<file path="config.mk">
export PLATFORM = sky130hd
export DESIGN_NAME = vga_timing_gen
export DESIGN_NICKNAME = d
export VERILOG_FILES = /design/src/rtl/vga_pkg.sv /design/src/rtl/vga_sync_pipe.sv /design/src/rtl/vga_timing_gen.sv
export SDC_FILE = /design/constraint.sdc
export NUM_CORES = 1
export LEC_CHECK = 0
export BUFFER_PORTS_ARGS = -buffer_cell sky130_fd_sc_hd__buf_2
export CAP_MARGIN = 10
export CELL_PAD_IN_SITES_DETAIL_PLACEMENT = 0
export CELL_PAD_IN_SITES_GLOBAL_PLACEMENT = 1
export CORE_ASPECT_RATIO = 1.25
export CORE_MARGIN = 10
export CORE_UTILIZATION = 42
export CTS_BUF_LIST = sky130_fd_sc_hd__clkbuf_4
export DETAILED_ROUTE_END_ITERATION = 7
export GPL_ROUTABILITY_DRIVEN = 0
export PLACE_DENSITY = 0.92
export SYNTH_ARGS = -nofsm -noshare
export SYNTH_HDL_FRONTEND = slang
export SYNTH_SLANG_ARGS = --single-unit
</file>
<file path="constraint.sdc">
create_clock -name Clk -period 2.65 [get_ports Clk]
set_clock_uncertainty 0.1 [all_clocks]
set_input_delay 0.6625 -clock Clk [delete_from_list [all_inputs] [get_ports Clk]]
set_output_delay 0.6625 -clock Clk [all_outputs]
set_load 0.01 [all_outputs]
</file>
<file path="src/rtl/vga_pkg.sv">
// Shared VGA raster constants (640x480@60 defaults), coordinate type and the sync bundle
// that travels through the output delay pipe.
package vga_pkg;

  localparam int unsigned H_VIS_DEF  = 640;
  localparam int unsigned H_FP_DEF   = 16;
  localparam int unsigned H_SYNC_DEF = 96;
  localparam int unsigned H_BP_DEF   = 48;
  localparam int unsigned V_VIS_DEF  = 480;
  localparam int unsigned V_FP_DEF   = 10;
  localparam int unsigned V_SYNC_DEF = 2;
  localparam int unsigned V_BP_DEF   = 33;

  localparam int unsigned H_TOTAL  = H_VIS_DEF + H_FP_DEF + H_SYNC_DEF + H_BP_DEF;
  localparam int unsigned V_TOTAL  = V_VIS_DEF + V_FP_DEF + V_SYNC_DEF + V_BP_DEF;
  localparam int unsigned HS_START = H_VIS_DEF + H_FP_DEF;
  localparam int unsigned HS_END   = HS_START + H_SYNC_DEF;
  localparam int unsigned VS_START = V_VIS_DEF + V_FP_DEF;
  localparam int unsigned VS_END   = VS_START + V_SYNC_DEF;

  localparam int unsigned COORD_MAX = 1024;

  typedef logic [9:0] coord_t;

  typedef struct packed {
    logic hs;
    logic vs;
    logic blank;
  } sync_t;

  localparam sync_t SYNC_RST = '{hs: 1'b1, vs: 1'b1, blank: 1'b0};

  // Active-low sync level: low only inside [start, stop).
  function automatic logic sync_level(int unsigned pos, int unsigned start, int unsigned stop);
    return !((pos >= start) && (pos < stop));
  endfunction

endpackage

</file>
<file path="src/rtl/vga_sync_pipe.sv">
// Pixel-tick delay line for hs/vs/blank so they line up with the registered RGB path.
module vga_sync_pipe
  import vga_pkg::*;
#(
  parameter int unsigned SYNC_DELAY = 1
) (
  input  logic  clk_i,
  input  logic  rst_ni,
  input  logic  ce_i,
  input  sync_t d_i,
  output sync_t q_o
);

  if (SYNC_DELAY == 0) begin : g_bypass
    logic unused_ctrl;
    assign unused_ctrl = ^{clk_i, rst_ni, ce_i};
    assign q_o = d_i;
  end else begin : g_pipe
    sync_t stage_q [SYNC_DELAY];

    always_ff @(posedge clk_i or negedge rst_ni) begin
      if (!rst_ni) begin
        for (int i = 0; i < SYNC_DELAY; i++) stage_q[i] <= SYNC_RST;
      end else if (ce_i) begin
        stage_q[0] <= d_i;
        for (int i = 1; i < SYNC_DELAY; i++) stage_q[i] <= stage_q[i-1];
      end
    end

    assign q_o = stage_q[SYNC_DELAY-1];
  end

endmodule

</file>
<file path="src/rtl/vga_timing_gen.sv">
// VGA raster timing: pixel-rate divider, h/v scan counters, sync/blank decode with
// alignment delay, and a once-per-frame start strobe.
module vga_timing_gen
  import vga_pkg::*;
#(
  parameter int unsigned CLK_DIV    = 2,
  parameter int unsigned H_VIS      = H_VIS_DEF,
  parameter int unsigned H_FP       = H_FP_DEF,
  parameter int unsigned H_SYNC     = H_SYNC_DEF,
  parameter int unsigned H_BP       = H_BP_DEF,
  parameter int unsigned V_VIS      = V_VIS_DEF,
  parameter int unsigned V_FP       = V_FP_DEF,
  parameter int unsigned V_SYNC     = V_SYNC_DEF,
  parameter int unsigned V_BP       = V_BP_DEF,
  parameter int unsigned SYNC_DELAY = 1
) (
  input  logic       Clk,
  input  logic       Reset_n,
  output logic       pixel_clk,
  output logic       pixel_ce,
  output logic [9:0] DrawX,
  output logic [9:0] DrawY,
  output logic       blank,
  output logic       hs,
  output logic       vs,
  output logic       frame_start
);

  localparam int unsigned HTotal  = H_VIS + H_FP + H_SYNC + H_BP;
  localparam int unsigned VTotal  = V_VIS + V_FP + V_SYNC + V_BP;
  localparam int unsigned HsStart = H_VIS + H_FP;
  localparam int unsigned HsEnd   = HsStart + H_SYNC;
  localparam int unsigned VsStart = V_VIS + V_FP;
  localparam int unsigned VsEnd   = VsStart + V_SYNC;
  localparam int unsigned DivW    = $clog2(CLK_DIV);

  localparam logic [DivW-1:0] DivMax  = DivW'(CLK_DIV - 1);
  localparam logic [DivW-1:0] DivHalf = DivW'(CLK_DIV / 2);
  localparam coord_t          HMax    = coord_t'(HTotal - 1);
  localparam coord_t          VMax    = coord_t'(VTotal - 1);

  if (HTotal > COORD_MAX || VTotal > COORD_MAX) begin : g_bad_total
    $error("vga_timing_gen: H_TOTAL/V_TOTAL exceed the 10-bit scan counters");
  end
  if (CLK_DIV < 2 || (CLK_DIV % 2) != 0) begin : g_bad_div
    $error("vga_timing_gen: CLK_DIV must be even and >= 2");
  end

  logic [DivW-1:0] div_q, div_d;
  coord_t          hc_q, hc_d, vc_q, vc_d;
  logic            pclk_q, fs_q;
  logic            pce;
  sync_t           raw, pipe_q;

  assign pce = (div_q == DivMax);

  always_comb begin
    div_d = pce ? '0 : div_q + 1'b1;
    hc_d  = hc_q;
    vc_d  = vc_q;
    if (pce) begin
      if (hc_q == HMax) begin
        hc_d = '0;
        vc_d = (vc_q == VMax) ? '0 : vc_q + 1'b1;
      end else begin
        hc_d = hc_q + 1'b1;
      end
    end
  end

  // pixel_clk falls on the counter-advance edge and rises mid-pixel, once DrawX/Y are settled.
  always_ff @(posedge Clk or negedge Reset_n) begin
    if (!Reset_n) begin
      div_q  <= '0;
      hc_q   <= '0;
      vc_q   <= '0;
      pclk_q <= 1'b0;
      fs_q   <= 1'b0;
    end else begin
      div_q  <= div_d;
      hc_q   <= hc_d;
      vc_q   <= vc_d;
      pclk_q <= (div_d >= DivHalf);
      fs_q   <= pce && (hc_q == HMax) && (vc_q == VMax);
    end
  end

  always_comb begin
    raw       = SYNC_RST;
    raw.blank = (32'(hc_q) < H_VIS) && (32'(vc_q) < V_VIS);
    raw.hs    = sync_level(32'(hc_q), HsStart, HsEnd);
    raw.vs    = sync_level(32'(vc_q), VsStart, VsEnd);
  end

  vga_sync_pipe #(
    .SYNC_DELAY(SYNC_DELAY)
  ) u_sync_pipe (
    .clk_i (Clk),
    .rst_ni(Reset_n),
    .ce_i  (pce),
    .d_i   (raw),
    .q_o   (pipe_q)
  );

  assign pixel_clk   = pclk_q;
  assign pixel_ce    = pce;
  assign DrawX       = hc_q;
  assign DrawY       = vc_q;
  assign blank       = pipe_q.blank;
  assign hs          = pipe_q.hs;
  assign vs          = pipe_q.vs;
  assign frame_start = fs_q;

endmodule

</file>
After elaboration in Yosys (flattened, before gate mapping)
Cells that the tools add are included.
{ "word_totals": {"regBits": 26, "output_inout_bits": 26} }
{ "classes": {"addsub": 3, "n_lt_le_gt_ge": 7, "n_eq_ne": 2, "n_mux": 3, "reduce_logical": 8} }
{ "op_table": {"columns": ["op", "count"], "rows": [
  ["adder 10 x 1 -> 10 bit (second input constant)", 2],
  ["== test 10 bit (second input constant)", 2],
  ["less-than comparator 10 bit (second input constant)", 2],
  ["less-than comparator 10 x 9 -> 1 bit (second input constant)", 2],
  ["2-to-1 mux 10 bit", 2],
  ["greater-or-equal comparator 10 bit (second input constant)", 1],
  ["greater-or-equal comparator 10 x 9 -> 1 bit (second input constant)", 1],
  ["logical AND 1 bit", 5],
  ["logical NOT 1 bit", 2],
  ["AND reduction 2 bit", 1],
  ["adder 1 bit (second input constant)", 1],
  ["greater-or-equal comparator 1 bit (second input constant)", 1],
  ["2-to-1 mux 1 bit", 1]
]} }

Longest topological paths before layout
Gate-level depths: netlist of the first run.
{ "depth": {"depth_word": 3, "ltp_mapped": 6, "ltp_nobuf": 6} }

By module
A second synthesis of the first run with hierarchy kept.
{ "unflattened": {"cells_unflattened": 124, "hier_area_um2": 1283.7} }
{ "modules_own_cells": {"columns": ["mod", "n_inst", "cells_per_inst", "area_each_um2"], "rows": [
  ["vga_timing_gen", 1, 118, 1172.4],
  ["vga_sync_pipe", 1, 6, 111.4]
]} }

Least setup slack after synthesis of the first run
Ideal clock, no wire load.
{ "synth_path": {"path_type": "register -> register", "start": "register hc_q[0] (netlist: DrawX[0])", "end": "register vc_q[8] (netlist: DrawY[8])", "setup_time_ns": 0.083, "t_arrival_ns": 1.998, "setup_slack_ns": 0.469, "stages_incl_launch_ff": 7, "n_path_buf": 1, "cell_sequence": "dfrtp_1 > ha_1 > nand4b_4 > or4_1 > buf_2 > or4_1 > o21ai_0"} }
{ "synth_via": {"elab_chain_len": 2} }
{ "synth_lines": {"columns": ["item", "line", "rtl"], "rows": [
  ["from (decl)", "vga_timing_gen.sv:50", "coord_t hc_q, hc_d, vc_q, vc_d;"],
  ["from (signal assigned)", "vga_timing_gen.sv:75", "hc_q <= '0;"],
  ["from (signal assigned)", "vga_timing_gen.sv:81", "hc_q <= hc_d;"],
  ["== test 10 bit", "vga_timing_gen.sv:62", "if (hc_q == HMax) begin"],
  ["AND reduction 2 bit (no line)", null, null],
  ["to (signal assigned)", "vga_timing_gen.sv:82", "vc_q <= vc_d;"],
  ["to (decl)", "vga_timing_gen.sv:50", null]
]} }
Every way passes these cells.
A chain may end at the register's enable or synchronous reset.

Worst setup path in the final report of the first run
Same ends and word-level chain as after synthesis.

==> results.cfg, run 1 <==
[clock_network]
cts.reportedPaths.clkPinSlew_ps = 130
cts_resized = 0
cts.sinks = 25
holdBufCountCts = 0
cts_tree = done
cts_buffers = 3
worstSkewPairLatency_ps = 320
postCtsSetupBuffers = 0
cts_buffer_depth = 2
cts-root-buf = clkbuf_4
htreeDepth = 1

[yosys]
yosys_warnings = 0
synth_cell_types = 34
synth-edff-count = 0
ys_seq_area_share_pct = 48.9
syn_avg_cell_area_um2 = 9.80
synth_top_area_share_pct = 44.8
syn_inst = 131
synth_area_leaders = dfrtp_1, dfstp_2, xnor2_1
async_reset_ff_share_pct = 100
synth_top_area_cell = dfrtp_1
synthesis.nets = 137
synthTopCellsByCount = dfrtp_1, nand2_1, nand3_1, o21ai_0
synth.most_common_cell = dfrtp_1
ys_ff_latch = 25
ys.flop_type = dfrtp_1
synth_area_um2 = 1280

[critical_path]
path_common_cell = or4_1
crit_arrival_ps = 2440
required_ps = 2800
critPathBufInv = 0
crit_path_max_fanout = 8
worstSetupEndpointType = register
cp-start-kind = register
cpMaxStageDelayCell = or4_1
critPathKind = register to register
path_cells = ha_1 -> nand4b_4 -> or4_1 -> or4_1 -> o21ai_0
critical-path-max-stage-delay_ps = 630
cpLargestDelayFamily = simple AND/OR/NAND/NOR gates

[floorplanning]
num_rows = 22
io_pins = 28
die_h_um = 81.8
die_width_um = 69.5
floorplan.initialDensity_pct = 43.6
core_area_um2 = 2950
dieArea_um2 = 5680

[placement]
dp_slack_ps = 397
dp.cells = 191
hpwl_um = 2260
port-buffer-count = 27

[sta]
max_freq_mhz = 436
timing.final.crit_share_pct = 86.6
finalSetupTns_ps = 0
max_slew_margin_pct = 63.6
hold-worst-slack_ps = 209
final_hold_viol_count = 0
fin_ws_ps = 355
rsz0062_at_grt = no
period_needed_ps = 2300
slew_violations = 0
tightest_slew_ps = 541
setup_viol = 0

[route]
route.vias.total = 1088
wirelength_um = 2970
antenna_left = 0
first_pass_iters = 4
vias_per_cell = 5.58
drc = 0
drt_iter0_markers = 70
routedWlPerCell_um = 15.2

[pwr]
p_per_area_nw_per_um2 = 385
peakVddDrop_mv = 0.234
p_leak_uw = 0.000689
power_uw = 570

[final_layout]
ff_latch_area_um2 = 628
syn2layout_area_growth_pct = 15.3
drive_gt1_share_pct = 24.5
multi_input_area_um2 = 597
finalNonFillerCells = 195
diodes = 0
fill_cells = 283
nets = 166

[global_routing]
grt_max_degree = 26
grt_pass1_vias = 1090
grt.overflow.total = 0
grt_pass1_wl_um = 5120
grtUsageTotal_pct = 10.7
antenna_found_initial = 0

[worst_hold_path]
hold_path.class = input pin to asynchronous set/reset pin

[status]
status = finished clean

[job]
drv_cap = 0
[state kept, by name, indices dropped and copies added (netlist names)]
| signal | cells |
|---|---|
| DrawY | 10 |
| DrawX | 10 |
| pixel_ce | 1 |
| frame_start | 1 |
| u_sync_pipe.q_o | 3 |
[power by group]
group | internal (uW) | leakage [uW] | switching, uW | total, uW
combinational | 0.527 | 0.000348 | 7.01 | 7.54
clock | 69.1 | 0.0000184 | 111 | 180
sequential | 382 | 0.000323 | 0 | 382
[cell type report]
cell class,instances,area share (%)
sequential,25,42.4
inverter,8,2.03
clock buffer,4,2.03
timing repair buffer,29,10.1
tap,36,3.04
multi-input combinational,93,40.3
[cell families after synthesis]
family | count (synthesis) | synth area share, %
AND/OR/NAND/NOR | 56 | 24.8
AO/OA/AOI/OAI | 25 | 12.4
flip-flops | 25 | 48.9
buffers and inverters | 13 | 4.58
XOR/XNOR | 8 | 5.46
adder cells (fa/ha/maj) | 4 | 3.90
[placed cells by master (no fill, tap or decap), drive strengths merged]
master / n
a21o: 2
a21oi: 6
a32o: 1
and2: 1
and3: 4
buf: 29
clkbuf: 4
dfrtp: 23
dfstp: 2
ha: 4
inv: 8
nand2: 12
nand2b: 2
nand3: 9
nand4: 5
nand4b: 1
nor2: 8
nor3: 6
nor4: 4
nor4bb: 1
o21ai: 9
o22a: 1
o22ai: 1
o2bb2ai: 3
o31ai: 1
o32ai: 1
or3: 1
or4: 2
xnor2: 6
xor2: 2
[path summary, 6_finish.rpt]
| check | cells past startpoint | to | slack [ps] | startpoint |
|---|---|---|---|---|
| worst max-delay path | 5 | DrawY[8]$_DFFE_PN0P_ | 350 | DrawX[0]$_DFFE_PN0P_ |
| worst min-delay path | 1 | DrawX[3]$_DFFE_PN0P_ | 210 | Reset_n |
| worst max register to register | 5 | DrawY[8]$_DFFE_PN0P_ | 350 | DrawX[0]$_DFFE_PN0P_ |
| worst min register to register | 2 | u_sync_pipe.q_o[1]$_DFFE_PN1P_ | 410 | u_sync_pipe.q_o[1]$_DFFE_PN1P_ |
| max in group asynchronous | 1 | u_sync_pipe.q_o[2]$_DFFE_PN1P_ | 1870 | Reset_n |
| min in group Clk | 2 | u_sync_pipe.q_o[1]$_DFFE_PN1P_ | 410 | u_sync_pipe.q_o[1]$_DFFE_PN1P_ |
[layer usage]
layer  share of wire, %  global-route usage [%]  vias to the layer above
met5                  0                       0                        -
met4                1.5                    5.04                        0
met3                6.7                    3.38                        5
met2                 45                    17.3                       38
met1                 47                    12.9                      520
li1                   -                       -                      525
[stage by stage]
| step | instance area, um^2 | util [%] |
|---|---|---|
| finish | 1480 | 50.3 |
| global route | 1480 | 50.3 |
| CTS | 1480 | 50.3 |
| detailed placement | 1450 | 49.2 |
| global placement | 1450 | 49.2 |
| floorplan | 1280 | - |
No activity file was read; power rests on OpenSTA's default activity.
==> run 2: changes to the inputs <==
--- a/config.mk
+++ b/config.mk
@@ -16,6 +16,7 @@
 export DETAILED_ROUTE_END_ITERATION = 7
 export GPL_ROUTABILITY_DRIVEN = 0
 export PLACE_DENSITY = 0.92
+export REMOVE_ABC_BUFFERS = 1
 export SYNTH_ARGS = -nofsm -noshare
 export SYNTH_HDL_FRONTEND = slang
 export SYNTH_SLANG_ARGS = --single-unit
==> results.cfg, run 2 (same netlist as run 1, synthesis figures left out) <==
[critical_path]
cp-start-kind = register
worstSetupEndpointType = register
crit_arrival_ps = 2480
crit_path_max_fanout = 8
required_ps = 2790
critPathKind = register to register

[pwr]
p_leak_uw = 0.000688
p_per_area_nw_per_um2 = 376
peakVddDrop_mv = 0.279

[global_routing]
grt_pass1_vias = 1149
grt_max_degree = 26
antenna_found_initial = 0
grt.overflow.total = 0
grt_pass1_wl_um = 5330
grtUsageTotal_pct = 11.0

[floorplanning]
io_pins = 28
die_width_um = 69.5
floorplan.initialDensity_pct = 43.6
dieArea_um2 = 5680
num_rows = 22
core_area_um2 = 2950
die_h_um = 81.8

[sta]
setup_viol = 0
finalSetupTns_ps = 0
tightest_slew_ps = 563
slew_violations = 0
hold-worst-slack_ps = 219
rsz0062_at_grt = no
timing.final.crit_share_pct = 88.3
max_freq_mhz = 427
final_hold_viol_count = 0
max_slew_margin_pct = 62.5
period_needed_ps = 2340

[clock_network]
cts_tree = done
postCtsSetupBuffers = 0
worstSkewPairLatency_ps = 310
htreeDepth = 1
cts.reportedPaths.clkPinSlew_ps = 140
holdBufCountCts = 0
cts_buffer_depth = 2
cts_buffers = 3
cts_resized = 0
cts-root-buf = clkbuf_4
cts.sinks = 25

[final_layout]
final_cell_mix = buf_2, dfrtp_1, nand2_1
layout_commonest_cell = buf_2
nets = 166
diodes = 0
syn2layout_area_growth_pct = 15.1
drive_gt1_share_pct = 24.5

[route]
drt_iter0_markers = 82
route.vias.total = 1100
vias_per_cell = 5.64
first_pass_iters = 4
wirelength_um = 3070
antenna_left = 0
routedWlPerCell_um = 15.7
drc = 0

[worst_hold_path]
hold_path.class = input pin to asynchronous set/reset pin

[status]
status = finished clean

[job]
drv_cap = 0

[placement]
port-buffer-count = 27
hpwl_um = 2350
==> run 2: cell types whose count changed in the layout (fill, tap and decap cells not counted) <==
cell      before  now
clkbuf_4       4    3
clkinv_2       0    1
==> run 2: where the power goes <==
| part | switching, uW | internal [uW] | total, uW |
|---|---|---|---|
| Combinational | 7.19 | 0.527 | 7.71 |
| Clock | 110 | 56.3 | 167 |
| Sequential | 0 | 382 | 382 |
| Total | 118 | 439 | 556 |
==> run 2: cell type report <==
type                       count  area [um^2]
timing repair buffer          29          150
fill                         273         1470
clock inverter                 1         5.00
tap                           36         45.0
clock buffer                   3         22.5
sequential                    25          628
multi-input combinational     93          597
inverter                       8         30.0
==> run 2: worst paths after layout <==
| path | start | endpoint | slack [ps] | depth (start not counted) |
|---|---|---|---|---|
| min in group Clk | u_sync_pipe.q_o[0]$_DFFE_PN0P_ | u_sync_pipe.q_o[0]$_DFFE_PN0P_ | 400 | 2 |
| worst min register to register | u_sync_pipe.q_o[0]$_DFFE_PN0P_ | u_sync_pipe.q_o[0]$_DFFE_PN0P_ | 400 | 2 |
| max in group asynchronous | Reset_n | u_sync_pipe.q_o[2]$_DFFE_PN1P_ | 1850 | 1 |
| worst max-delay path | DrawX[0]$_DFFE_PN0P_ | DrawY[8]$_DFFE_PN0P_ | 310 | 5 |
| worst max register to register | DrawX[0]$_DFFE_PN0P_ | DrawY[8]$_DFFE_PN0P_ | 310 | 5 |
| worst min-delay path | Reset_n | DrawY[5]$_DFFE_PN0P_ | 220 | 1 |
==> run 2: critical path, stage by stage, from the launching register on <==
cell and delay [ps]:
dfrtp_1 480, ha_1 280, nand4b_4 140, or4_1 640
or4_1 540, o21ai_0 90
==> run 2: stage by stage <==
step | std cells | power, uW | worst slack (ps) | utilization [%] | instance area, um^2
4_1_cts | 195 | 568 | 304 | 50.2 | 1480
6_report | 195 | 556 | 310 | 50.2 | 1480
2_1_floorplan | 126 | 389 | 472 | - | 1250
3_3_place_gp | 191 | 397 | 437 | 49.2 | 1450
3_5_place_dp | 191 | 397 | 344 | 49.2 | 1450
5_1_grt | 195 | 579 | 180 | 50.2 | 1480
==> run 2: routing by layer <==
metal  routed length [um]  up-vias  share of wire (%)  track usage (%)
met5                    0        -                  0                0
met4                   23        0               0.75             4.23
met3                  243        2                7.9             3.38
met2                 1500       46                 49             19.2
met1                 1300      529                 43             12.5
li1                     -      523                  -                -
==> run 3: changes to the inputs <==
--- a/config.mk
+++ b/config.mk
@@ -6,10 +6,9 @@
 export NUM_CORES = 1
 export LEC_CHECK = 0
 export BUFFER_PORTS_ARGS = -buffer_cell sky130_fd_sc_hd__buf_2
-export CAP_MARGIN = 10
 export CELL_PAD_IN_SITES_DETAIL_PLACEMENT = 0
 export CELL_PAD_IN_SITES_GLOBAL_PLACEMENT = 1
-export CORE_ASPECT_RATIO = 1.25
+export CORE_ASPECT_RATIO = 1.2
 export CORE_MARGIN = 10
 export CORE_UTILIZATION = 42
 export CTS_BUF_LIST = sky130_fd_sc_hd__clkbuf_4
==> results.cfg, run 3 (same netlist as run 1, synthesis figures left out) <==
[critical_path]
cpMaxStageDelayCell = or4_1
critPathKind = register to register
cp-start-kind = register
critPathBufInv = 0
worstSetupEndpointType = register
crit_arrival_ps = 2440
cp.depth = 5
critical-path-max-stage-delay_ps = 630
path_common_cell = or4_1
r2r_start = DrawX[0]$_DFFE_PN0P_
path_cells = ha_1 -> nand4b_4 -> or4_1 -> or4_1 -> o21ai_0
crit_start = DrawX[0]$_DFFE_PN0P_
required_ps = 2780
cpLargestDelayFamily = simple AND/OR/NAND/NOR gates
rr_worst_depth = 5
crit_path_max_fanout = 8

[floorplanning]
io_pins = 28
core_area_um2 = 2860
dieArea_um2 = 5680
die_h_um = 80.6
num_rows = 21
floorplan.initialDensity_pct = 44.8
die_width_um = 70.5

[route]
routedWlPerCell_um = 16.0
first_pass_iters = 4
vias_per_cell = 5.67
wirelength_um = 3080
route.vias.total = 1095
drc = 0
antenna_left = 0
drt_iter0_markers = 47

[final_layout]
drive_gt1_share_pct = 24.5
nets = 166
fin_util_pct = 51.5
fin_area_um2 = 1480
syn2layout_area_growth_pct = 14.9
diodes = 0
layout_commonest_cell = buf_2
final_cell_mix = buf_2, dfrtp_1, nand2_1

[global_routing]
grt.overflow.total = 0
grt_max_degree = 26
grt_pass1_wl_um = 5400
grtUsageTotal_pct = 11.0
antenna_found_initial = 0
grt_pass1_vias = 1204

[clock_network]
postCtsSetupBuffers = 0
cts.sinks = 25
cts_buffers = 3
cts_buffer_depth = 2
holdBufCountCts = 0
cts_resized = 0
cts_tree = done
htreeDepth = 1
cts.reportedPaths.clkPinSlew_ps = 140
cts-root-buf = clkbuf_4
worstSkewPairLatency_ps = 310

[placement]
placed_area_um2 = 1450
hpwl_um = 2330
port-buffer-count = 27

[sta]
tightest_slew_ps = 614
max_slew_margin_pct = 58.7
max_freq_mhz = 432
period_needed_ps = 2310
rsz0062_at_grt = no
final_hold_viol_count = 0
setup_viol = 0
slew_violations = 0
hold-worst-slack_ps = 220
finalSetupTns_ps = 0
timing.final.crit_share_pct = 87.3

[pwr]
peakVddDrop_mv = 0.224
p_per_area_nw_per_um2 = 379
p_leak_uw = 0.000688

[status]
status = finished clean

[job]
drv_cap = 0

[worst_hold_path]
hold_path.class = input pin to asynchronous set/reset pin
==> run 3: cell counts in the layout (fill, tap and decap cells not counted) <==
No cell type changed its count.
==> run 3: metrics by stage <==
step	setup WS, ps	total power, uW	std cells
after global placement	451	397	189
after floorplan	472	389	126
after global routing	248	583	193
final	337	559	193
after detailed placement	376	397	189
after CTS	329	564	193
==> run 3: metal layers <==
layer	vias up	wire (um)	share of wire (%)	GRT usage (%)
li1	523	-	-	-
met4	0	21	0.68	3.16
met2	30	1420	46	18.3
met3	4	242	7.9	3.94
met5	-	0	0	0
met1	538	1390	45	13.0
==> run 3: power breakdown <==
| group | switching (uW) | leakage (uW) | internal, uW |
|---|---|---|---|
| Clock | 113 | 0.0000177 | 56.3 |
| Combinational | 7.30 | 0.000348 | 0.527 |
| Sequential | 0 | 0.000323 | 382 |
| Total | 120 | 0.000688 | 439 |
==> run 3: worst paths after layout <==
| kind | end | slack [ps] |
|---|---|---|
| min in group Clk | u_sync_pipe.q_o[0]$_DFFE_PN0P_ | 400 |
| min reg2reg | u_sync_pipe.q_o[0]$_DFFE_PN0P_ | 400 |
| max | DrawY[8]$_DFFE_PN0P_ | 340 |
| max reg2reg | DrawY[8]$_DFFE_PN0P_ | 340 |
| min | DrawY[4]$_DFFE_PN0P_ | 220 |
| max in group asynchronous | u_sync_pipe.q_o[2]$_DFFE_PN1P_ | 1850 |
==> run 3: cell type report <==
class                   instances  area, um^2
multi-input cells              93         597
inverters                       8        30.0
clock buffers                   3        22.5
fillers                       286        1390
well taps                      34        42.5
clock inverters                 1        5.00
flip-flops and latches         25         628
repair buffers                 29         150
